$ cat src/rtl/vending_machine_multi.sv
// Multi-item vending controller: accumulates coin credit, sells one of
// NUM_ITEMS products at per-item prices, tracks per-item stock, returns
// change, and refunds on cancel or after an inactivity timeout.
//
// Handshake: every input request (coin_valid, sel_valid, cancel,
// restock_valid) is a single-cycle strobe sampled on the rising clock edge;
// there is no ready signal. A request is either acted on in that cycle or
// answered by a one-cycle pulse (coin_reject, err_insufficient,
// err_sold_out) or silently ignored (sel/cancel while busy).
module vending_machine_multi #(
  parameter int NUM_ITEMS = 4,
  parameter int SEL_W = 2,
  parameter int CREDIT_W = 8,
  parameter logic [NUM_ITEMS*CREDIT_W-1:0] PRICES = {8'd30, 8'd50, 8'd20, 8'd10},
  parameter int STOCK_W = 4,
  parameter int STOCK_INIT = 7,
  parameter int TIMEOUT = 100
) (
  input  logic                 clk,
  input  logic                 reset,
  input  logic                 coin_valid,
  input  logic [CREDIT_W-1:0]  coin_value,
  input  logic                 sel_valid,
  input  logic [SEL_W-1:0]     sel,
  input  logic                 cancel,
  input  logic                 restock_valid,
  input  logic [SEL_W-1:0]     restock_item,
  output logic [CREDIT_W-1:0]  credit,
  output logic                 vend_valid,
  output logic [SEL_W-1:0]     vend_item,
  output logic                 change_valid,
  output logic [CREDIT_W-1:0]  change,
  output logic                 coin_reject,
  output logic                 err_insufficient,
  output logic                 err_sold_out,
  output logic [NUM_ITEMS-1:0] sold_out,
  output logic                 busy
);

  localparam int TO_W = $clog2(TIMEOUT);
  localparam logic [STOCK_W-1:0] STOCK_MAX = '1;
  localparam logic [STOCK_W-1:0] STOCK_RST = STOCK_W'(STOCK_INIT);
  localparam logic [TO_W-1:0] TO_LAST = TO_W'(TIMEOUT - 1);

  typedef enum logic [1:0] {
    S_IDLE,
    S_CREDIT,
    S_VEND,
    S_CHANGE
  } state_t;

  state_t state;

  logic [STOCK_W-1:0]  stock [NUM_ITEMS];
  logic [TO_W-1:0]     idle_cnt;

  logic                coin_in;
  logic [CREDIT_W:0]   sum;
  logic                coin_ovf;
  logic                sel_in_range;
  logic [STOCK_W-1:0]  sel_stock;
  logic [CREDIT_W-1:0] sel_price;
  logic                sel_avail;
  logic                sel_afford;
  logic                timed_out;

  // Decode the current request against registered credit and stock.
  always_comb begin
    coin_in      = coin_valid && (coin_value != '0);
    sum          = {1'b0, credit} + {1'b0, coin_value};
    coin_ovf     = sum[CREDIT_W];
    sel_in_range = int'(sel) < NUM_ITEMS;
    sel_stock    = '0;
    sel_price    = '0;
    for (int i = 0; i < NUM_ITEMS; i++) begin
      if (int'(sel) == i) begin
        sel_stock = stock[i];
        sel_price = PRICES[i*CREDIT_W +: CREDIT_W];
      end
    end
    sel_avail  = sel_in_range && (sel_stock != '0);
    sel_afford = credit >= sel_price;
    timed_out  = idle_cnt == TO_LAST;
  end

  // Sold-out flags follow the stock counters directly.
  always_comb begin
    sold_out = '0;
    for (int i = 0; i < NUM_ITEMS; i++) begin
      sold_out[i] = stock[i] == '0;
    end
  end

  // Main controller: state, credit, timeout counter and all registered outputs.
  // vend_item and change double as the latched item and change amount.
  always_ff @(posedge clk or negedge reset) begin
    if (!reset) begin
      state            <= S_IDLE;
      credit           <= '0;
      idle_cnt         <= '0;
      vend_valid       <= 1'b0;
      vend_item        <= '0;
      change_valid     <= 1'b0;
      change           <= '0;
      coin_reject      <= 1'b0;
      err_insufficient <= 1'b0;
      err_sold_out     <= 1'b0;
      busy             <= 1'b0;
    end else begin
      vend_valid       <= 1'b0;
      change_valid     <= 1'b0;
      coin_reject      <= 1'b0;
      err_insufficient <= 1'b0;
      err_sold_out     <= 1'b0;
      case (state)
        S_IDLE: begin
          idle_cnt <= '0;
          busy     <= 1'b0;
          if (sel_valid) begin
            err_insufficient <= 1'b1;
          end
          if (coin_in) begin
            credit <= coin_value;
            state  <= S_CREDIT;
          end
        end
        S_CREDIT: begin
          if (cancel || (timed_out && !coin_in && !sel_valid)) begin
            // Refund everything; a coin arriving now is handed back.
            change       <= credit;
            credit       <= '0;
            change_valid <= 1'b1;
            busy         <= 1'b1;
            idle_cnt     <= '0;
            state        <= S_CHANGE;
            if (coin_in) begin
              coin_reject <= 1'b1;
            end
          end else if (sel_valid && sel_avail && sel_afford) begin
            vend_item  <= sel;
            change     <= credit - sel_price;
            credit     <= '0;
            vend_valid <= 1'b1;
            busy       <= 1'b1;
            idle_cnt   <= '0;
            state      <= S_VEND;
            if (coin_in) begin
              coin_reject <= 1'b1;
            end
          end else begin
            // Failed selection (if any) still lets a coin through.
            if (sel_valid) begin
              if (!sel_avail) begin
                err_sold_out <= 1'b1;
              end else begin
                err_insufficient <= 1'b1;
              end
            end
            if (coin_in) begin
              if (coin_ovf) begin
                coin_reject <= 1'b1;
              end else begin
                credit <= sum[CREDIT_W-1:0];
              end
            end
            if (sel_valid || coin_in) begin
              idle_cnt <= '0;
            end else begin
              idle_cnt <= idle_cnt + TO_W'(1);
            end
          end
        end
        S_VEND: begin
          if (coin_in) begin
            coin_reject <= 1'b1;
          end
          if (change != '0) begin
            change_valid <= 1'b1;
            busy         <= 1'b1;
            state        <= S_CHANGE;
          end else begin
            busy  <= 1'b0;
            state <= S_IDLE;
          end
        end
        S_CHANGE: begin
          if (coin_in) begin
            coin_reject <= 1'b1;
          end
          busy  <= 1'b0;
          state <= S_IDLE;
        end
        default: begin
          busy  <= 1'b0;
          state <= S_IDLE;
        end
      endcase
    end
  end

  // Stock counters: restock saturates the item, a vend decrements it;
  // restock of the item being vended in the same cycle takes precedence.
  always_ff @(posedge clk or negedge reset) begin
    if (!reset) begin
      for (int i = 0; i < NUM_ITEMS; i++) begin
        stock[i] <= STOCK_RST;
      end
    end else begin
      for (int i = 0; i < NUM_ITEMS; i++) begin
        if (restock_valid && (int'(restock_item) == i)) begin
          stock[i] <= STOCK_MAX;
        end else if ((state == S_VEND) && (int'(vend_item) == i)) begin
          stock[i] <= stock[i] - STOCK_W'(1);
        end
      end
    end
  end

endmodule

$ cat config.mk
export PLATFORM = sky130hd
export DESIGN_NAME = vending_machine_multi
export DESIGN_NICKNAME = d
export VERILOG_FILES = /design/src/rtl/vending_machine_multi.sv
export SDC_FILE = /design/constraint.sdc
export NUM_CORES = 1
export LEC_CHECK = 0
export CAP_MARGIN = 20
export CORE_MARGIN = 3
export CORE_UTILIZATION = 26
export CTS_BUF_LIST = sky130_fd_sc_hd__clkbuf_2
export CTS_CLUSTER_SIZE = 16
export DETAILED_ROUTE_END_ITERATION = 6
export SYNTH_ARGS = -nofsm -noshare
export SYNTH_HDL_FRONTEND = slang
export SYNTH_SLANG_ARGS = --single-unit
$ cat constraint.sdc
create_clock -name clk -period 3.15 [get_ports clk]
set_input_delay 0.63 -clock clk [delete_from_list [all_inputs] [get_ports clk]]
set_output_delay 0.63 -clock clk [all_outputs]
set_load 0.005 [all_outputs]
; ---- Yosys cells after proc, flatten, opt, wreduce, memory -nomap -nowiden
; Cells that the tools add are included.
; W data, S select, Z words.
[word_totals]
romBits = 0
memories = 0
reg_bits = 49
word_cells = 140
latch_bits = 0
ram_bits = 0
[classes]
n_reduce_logical = 40
bitwise_logic = 1
n_addsub = 7
mul = 0
eq_ne = 17
n_shift = 0
order_cmp = 1
div_mod_pow = 0
muxes = 59
[ops]
columns = op, n
row1 = $mux W8, 9
row2 = $mux W4, 13
row3 = $mux W1, 22
row4 = $mux W7, 3
row5 = $eq A2 B2 Y1 const B, 8
row6 = $logic_not A4 Y1, 4
row7 = $pmux W8 S2, 1
row8 = $reduce_bool A8 Y1, 2
row9 = $sub A4 B1 Y4 const B, 4
row10 = $pmux W7 S2, 1
row11 = $logic_and A1 B1 Y1, 13
row12 = $reduce_bool A2 Y1, 6
row13 = $add A8 B8 Y9, 1
row14 = $eq A2 B1 Y1 const B, 4
row15 = $ge A8 B8 Y1, 1
row16 = $logic_not A2 Y1, 4
row17 = $mux W2, 4
row18 = $ne A4 B4 Y1 const B, 2
row19 = $pmux W2 S4, 1
row20 = $sub A8 B8 Y8, 1
row21 = $add A7 B1 Y7 const B, 1
row22 = $eq A7 B7 Y1 const B, 1
row23 = $pmux W1 S2, 3
row24 = $mux W5, 1
row25 = other kinds (11), 15

; ---- Logic depth before layout (Yosys ltp)
[logic_depth]
depth_word = 11
mapped_depth = 11

; ---- Worst setup path before layout
; Ideal clock, no wire load.
[synth_path]
path_kind = input to register
start = input sel[0]
end = register credit[6]
setup_ns = 0.125
stages = 10
path_slack_ns = 0.329
t_arrival_ns = 2.696
path_cell_list = inv_1 ha_1 inv_1 ha_1 nand3_1 o21bai_1 nand3_1 a32oi_4 a2bb2oi_4 mux2_4
[synth_via]
elab_chain_cells = 11
word_cells_on_any_way = 22
cone_classes = 1 x order compare / 5 x eq/ne / 11 x mux / 5 x reduce/logical
[synth_rtl]
columns = item, line_no
row1 = from (decl), 24  ; input logic [SEL_W-1:0] sel,
row2 = "parallel branches: the longest is 7 deep, another holds $ge A8 B8 Y1", -
row3 = $logic_and A1 B1 Y1 *, 139  ; end else if (sel_valid && sel_avail && sel_afford) begin
row4 = $mux W8, 139
row5 = $mux W8, 128  ; if (cancel || (timed_out && !coin_in && !sel_valid)) begin
row6 = $pmux W8 S2, 115  ; case (state)
row7 = to (signal assigned), 123  ; credit <= coin_value;
row8 = to (signal assigned), 163  ; credit <= sum[CREDIT_W-1:0];
row9 = to (decl), 28  ; output logic [CREDIT_W-1:0] credit,
; Every way passes the cells marked *.
; A chain may end at the register's enable or synchronous reset.

; ---- Final worst setup path
[layout_path]
start = input coin_value[0]
end = register credit[1]
[layout_via]
elab_chain_cells = 8
word_cells_on_any_way = 16
cone_classes = 1 x add/sub / 3 x eq/ne / 5 x mux / 7 x reduce/logical
[layout_rtl]
columns = item, line_no
row1 = from (decl), 22  ; input logic [CREDIT_W-1:0] coin_value,
row2 = "parallel branches: the longest is 8 deep, another holds $add A8 B8 Y9", -
; Several ways; the timed one is not identified. The select of a mux whose other input is x is not followed.

==> impl_metrics.py <==
metrics = {
    "logic_synthesis": {
        "synth_fp_nets": 380,
        "avgSynthCellArea_sq_um": 9.65,
        "synth_edf_count": 0,
        "yosysWarnings": 0,
        "synth-seq-cells": 49,
        "synth.most_common_cell": "dfrtp_1",
        "yosys-top-cells-area": "dfrtp_1 29%, ha_1 11%, dfstp_2 9.8%, nand2_1 4.0%, o21ai_0 3.9%",
        "synth_commonest_cells": "37 x dfrtp_1, 34 x nand2_1, 29 x inv_1, 27 x ha_1, 25 x o21ai_0",
        "synthFlopType": "dfrtp_1",
        "ys_types": 55,
        "synth_top_area_share_pct": 28.8,
        "syn-cell-area_sq_um": 3210,
        "synth_cells": 333,
        "yosysSeqAreaShare_pct": 38.6,
        "async_reset_ff_share_pct": 100,
        "synth_area_leader_cell": "dfrtp_1",
    },
    "cells_and_area": {
        "final_cell_area_sq_um": 4120,
        "nets": 456,
        "drive_gt1_share_pct": 15.4,
        "fillers": 1181,
        "diodes": 0,
        "final_cells": 574,
        "syn_to_final_growth_pct": 28.3,
    },
    "die": {
        "core-area_sq_um": 11800,
        "rows": 39,
        "dieArea_sq_um": 13700,
        "initial_utilization_pct": 27.3,
        "die-height_um": 117,
        "die_w_um": 117,
        "io_pins": 46,
    },
    "flow_run": {
        "drv_cap": 0,
    },
    "power": {
        "clkPwrFrac_pct": 10.0,
        "totalPowerFinal_mw": 3.32,
        "p_sw_share_pct": 39.9,
        "powerDensity_nw_per_um2": 805,
        "intPower_mw": 2.00,
        "p_leak_nw": 1.79,
        "combPwrFrac_pct": 56.2,
        "vdd_drop_max_v": 0.000340,
        "switchingPower_mw": 1.32,
        "seqPwrFrac_pct": 33.7,
    },
    "route": {
        "detail_route.wl_per_cell_um": 13.8,
        "drc": 0,
        "drtIter0Drc": 103,
        "route.vias.total": 2707,
        "via_per_inst": 4.72,
        "drt-pass1-iter-count": 4,
        "drtAntennaViolNets": 0,
        "wirelength_um": 7910,
    },
    "sta": {
        "hold_viol_final": 0,
        "setup_viol": 0,
        "timing.final.crit_period_ns": 2.88,
        "finalCritPeriodShare_pct": 91.4,
        "maxSlewHeadroom_pct": 61.3,
        "fin_tns_setup_ns": 0,
        "rsz0062_at_grt": "no",
        "worst_slew_pin_slew_ns": 0.580,
        "drv_slew": 0,
        "skew_ns": 0.0315,
        "clock.fmax_mhz": 347,
        "hold-worst-slack_ns": 0.153,
    },
    "global_route": {
        "grt_use_total_pct": 11.7,
        "gr-total-overflow": 0,
        "grt_max_degree": 27,
        "grt_pass1_vias": 2631,
        "grt_antenna_before_repair": 0,
        "grt_pass1_wl_um": 12900,
    },
    "worst_setup_path": {
        "crit_type": "in -> reg",
        "cp-endpoint": "credit[1]",
        "arrival_ns": 3.22,
        "timing.rr.end": "credit[1]",
        "r2r_cells": 10,
        "cp-start-kind": "primary input",
        "worstPathRequired_ns": 3.49,
        "r2r_start": "credit[0]",
        "crit_start": "coin_value[0]",
        "end_kind": "register",
        "cp_max_fo": 6,
        "r2r_slack_ns": 0.51,
    },
    "placement": {
        "io_buffer_count": 45,
        "dp_hpwl_um": 6440,
        "dpl.cell_count": 566,
        "dpl-instance-area_sq_um": 4060,
        "routabilityCongestion": 0.868,
    },
    "clock_network": {
        "hold_buffers": 0,
        "cts-resized-gates": 0,
        "clk_path_buf_depth": 2,
        "cts_sinks": 49,
        "clk_pin_slew_ns": 0.26,
        "htree_levels": 2,
        "cts_buffers": 5,
        "post_cts_buffers": 0,
        "cts_tree": "yes",
        "cts-root-buf": "clkbuf_2",
        "insertion_delay_ns": 0.42,
    },
    "hold_path": {
        "hold_class": "in -> async",
    },
    "outcome": {
        "status": "finished, final reports clean",
    },
}
## stage by stage
step / utilization (%) / setup WS, ns
after detailed placement: 34.5 / -0.182
after floorplan: - / 0.329
final: 35.1 / 0.271
after global placement: 34.5 / -0.123
after global routing: 35.1 / 0.113
after CTS: 35.1 / 0.279
## cells by family (layout without fill, tap and decap cells)
logic type	after synthesis	count (layout)	synth area share, %
adder cells (fa/ha/maj)	29	29	11.8
AO/OA/AOI/OAI	76	76	17.5
buffers and inverters	33	110	3.85
XOR/XNOR	18	18	4.91
flip-flops	49	49	38.6
AND/OR/NAND/NOR	113	113	18.2
multiplexers	15	15	5.18
## cells in the final DEF (no fill, tap or decap), types with 4 or more instances in the layout
cell and count:
o211ai_1 5, dfrtp_1 37, clkbuf_2 6, nand3_1 10, clkdlybuf4s50_1 44, or4_1 7, nand2_1 34, o21ai_0 25
nand4_1 4, nor2_1 14, buf_4 28, a21oi_1 4, ha_1 27, nand3b_1 4, xor2_1 4, xnor2_1 14
a21o_1 5, a31oi_1 9, mux2_2 5, nor2b_1 10, mux2i_1 8, nor3_1 13, inv_1 29, nor4_1 4
dfstp_2 12
## power by group through the flow
stage,combinational (mW),sequential [mW],clock [mW]
after floorplan,1.15,1.07,0
after global placement,1.85,1.13,0
after detailed placement,1.88,1.13,0
after CTS,1.89,1.12,0.351
after global routing,2.08,1.15,0.370
final,1.87,1.12,0.333
## worst max-delay path: stages
cell and delay, ns:
clkdlybuf4s50_1 0.51, ha_1 0.18, inv_1 0.06, fa_1 0.37, nor2b_1 0.16, o211ai_1 0.14
a31oi_1 0.29, o221ai_1 0.23, a2bb2oi_4 0.24, buf_4 0.19, mux2i_1 0.20
## worst min path at each step
stage | from | slack, ns | end | cells past startpoint
final | reset | 0.15 | stock[3] | 1
after global routing | reset | 0.17 | credit[7] | 1
after CTS | reset | 0.16 | stock[3] | 1
after detailed placement | idle_cnt[6] | 0.47 | idle_cnt[6] | 1
after global placement | idle_cnt[6] | 0.47 | idle_cnt[6] | 1
after floorplan | reset | 0.33 | busy | 0
## layout make-up
| class | count | area, sq um | share of cell area [%] |
|---|---|---|---|
| multi-input combinational | 251 | 1850 | 44.8 |
| clock buffer | 6 | 30.0 | 0.728 |
| clock inverter | 2 | 33.8 | 0.819 |
| inverter | 29 | 109 | 2.64 |
| timing repair buffer | 73 | 656 | 15.9 |
| tap | 164 | 205 | 4.98 |
| sequential | 49 | 1240 | 30.1 |
## sequential cells by signal, summed over array words and instances, names as in the netlist
name	flops
idle_cnt	7
vend_item	2
err_insufficient	1
stock	16
credit	8
vend_valid	1
state	2
change	8
coin_reject	1
err_sold_out	1
change_valid	1
busy	1
## layer usage
layer  track usage (%)  up-vias  part of all wire (%)
li1                  -     1360                     -
met1              16.4     1290                    49
met2              18.8       53                    46
met4              2.68        0                  0.94
met3              2.01        4                   3.9
met5                 0        -                     0
Note: power is estimated with default switching activity, not from simulation.
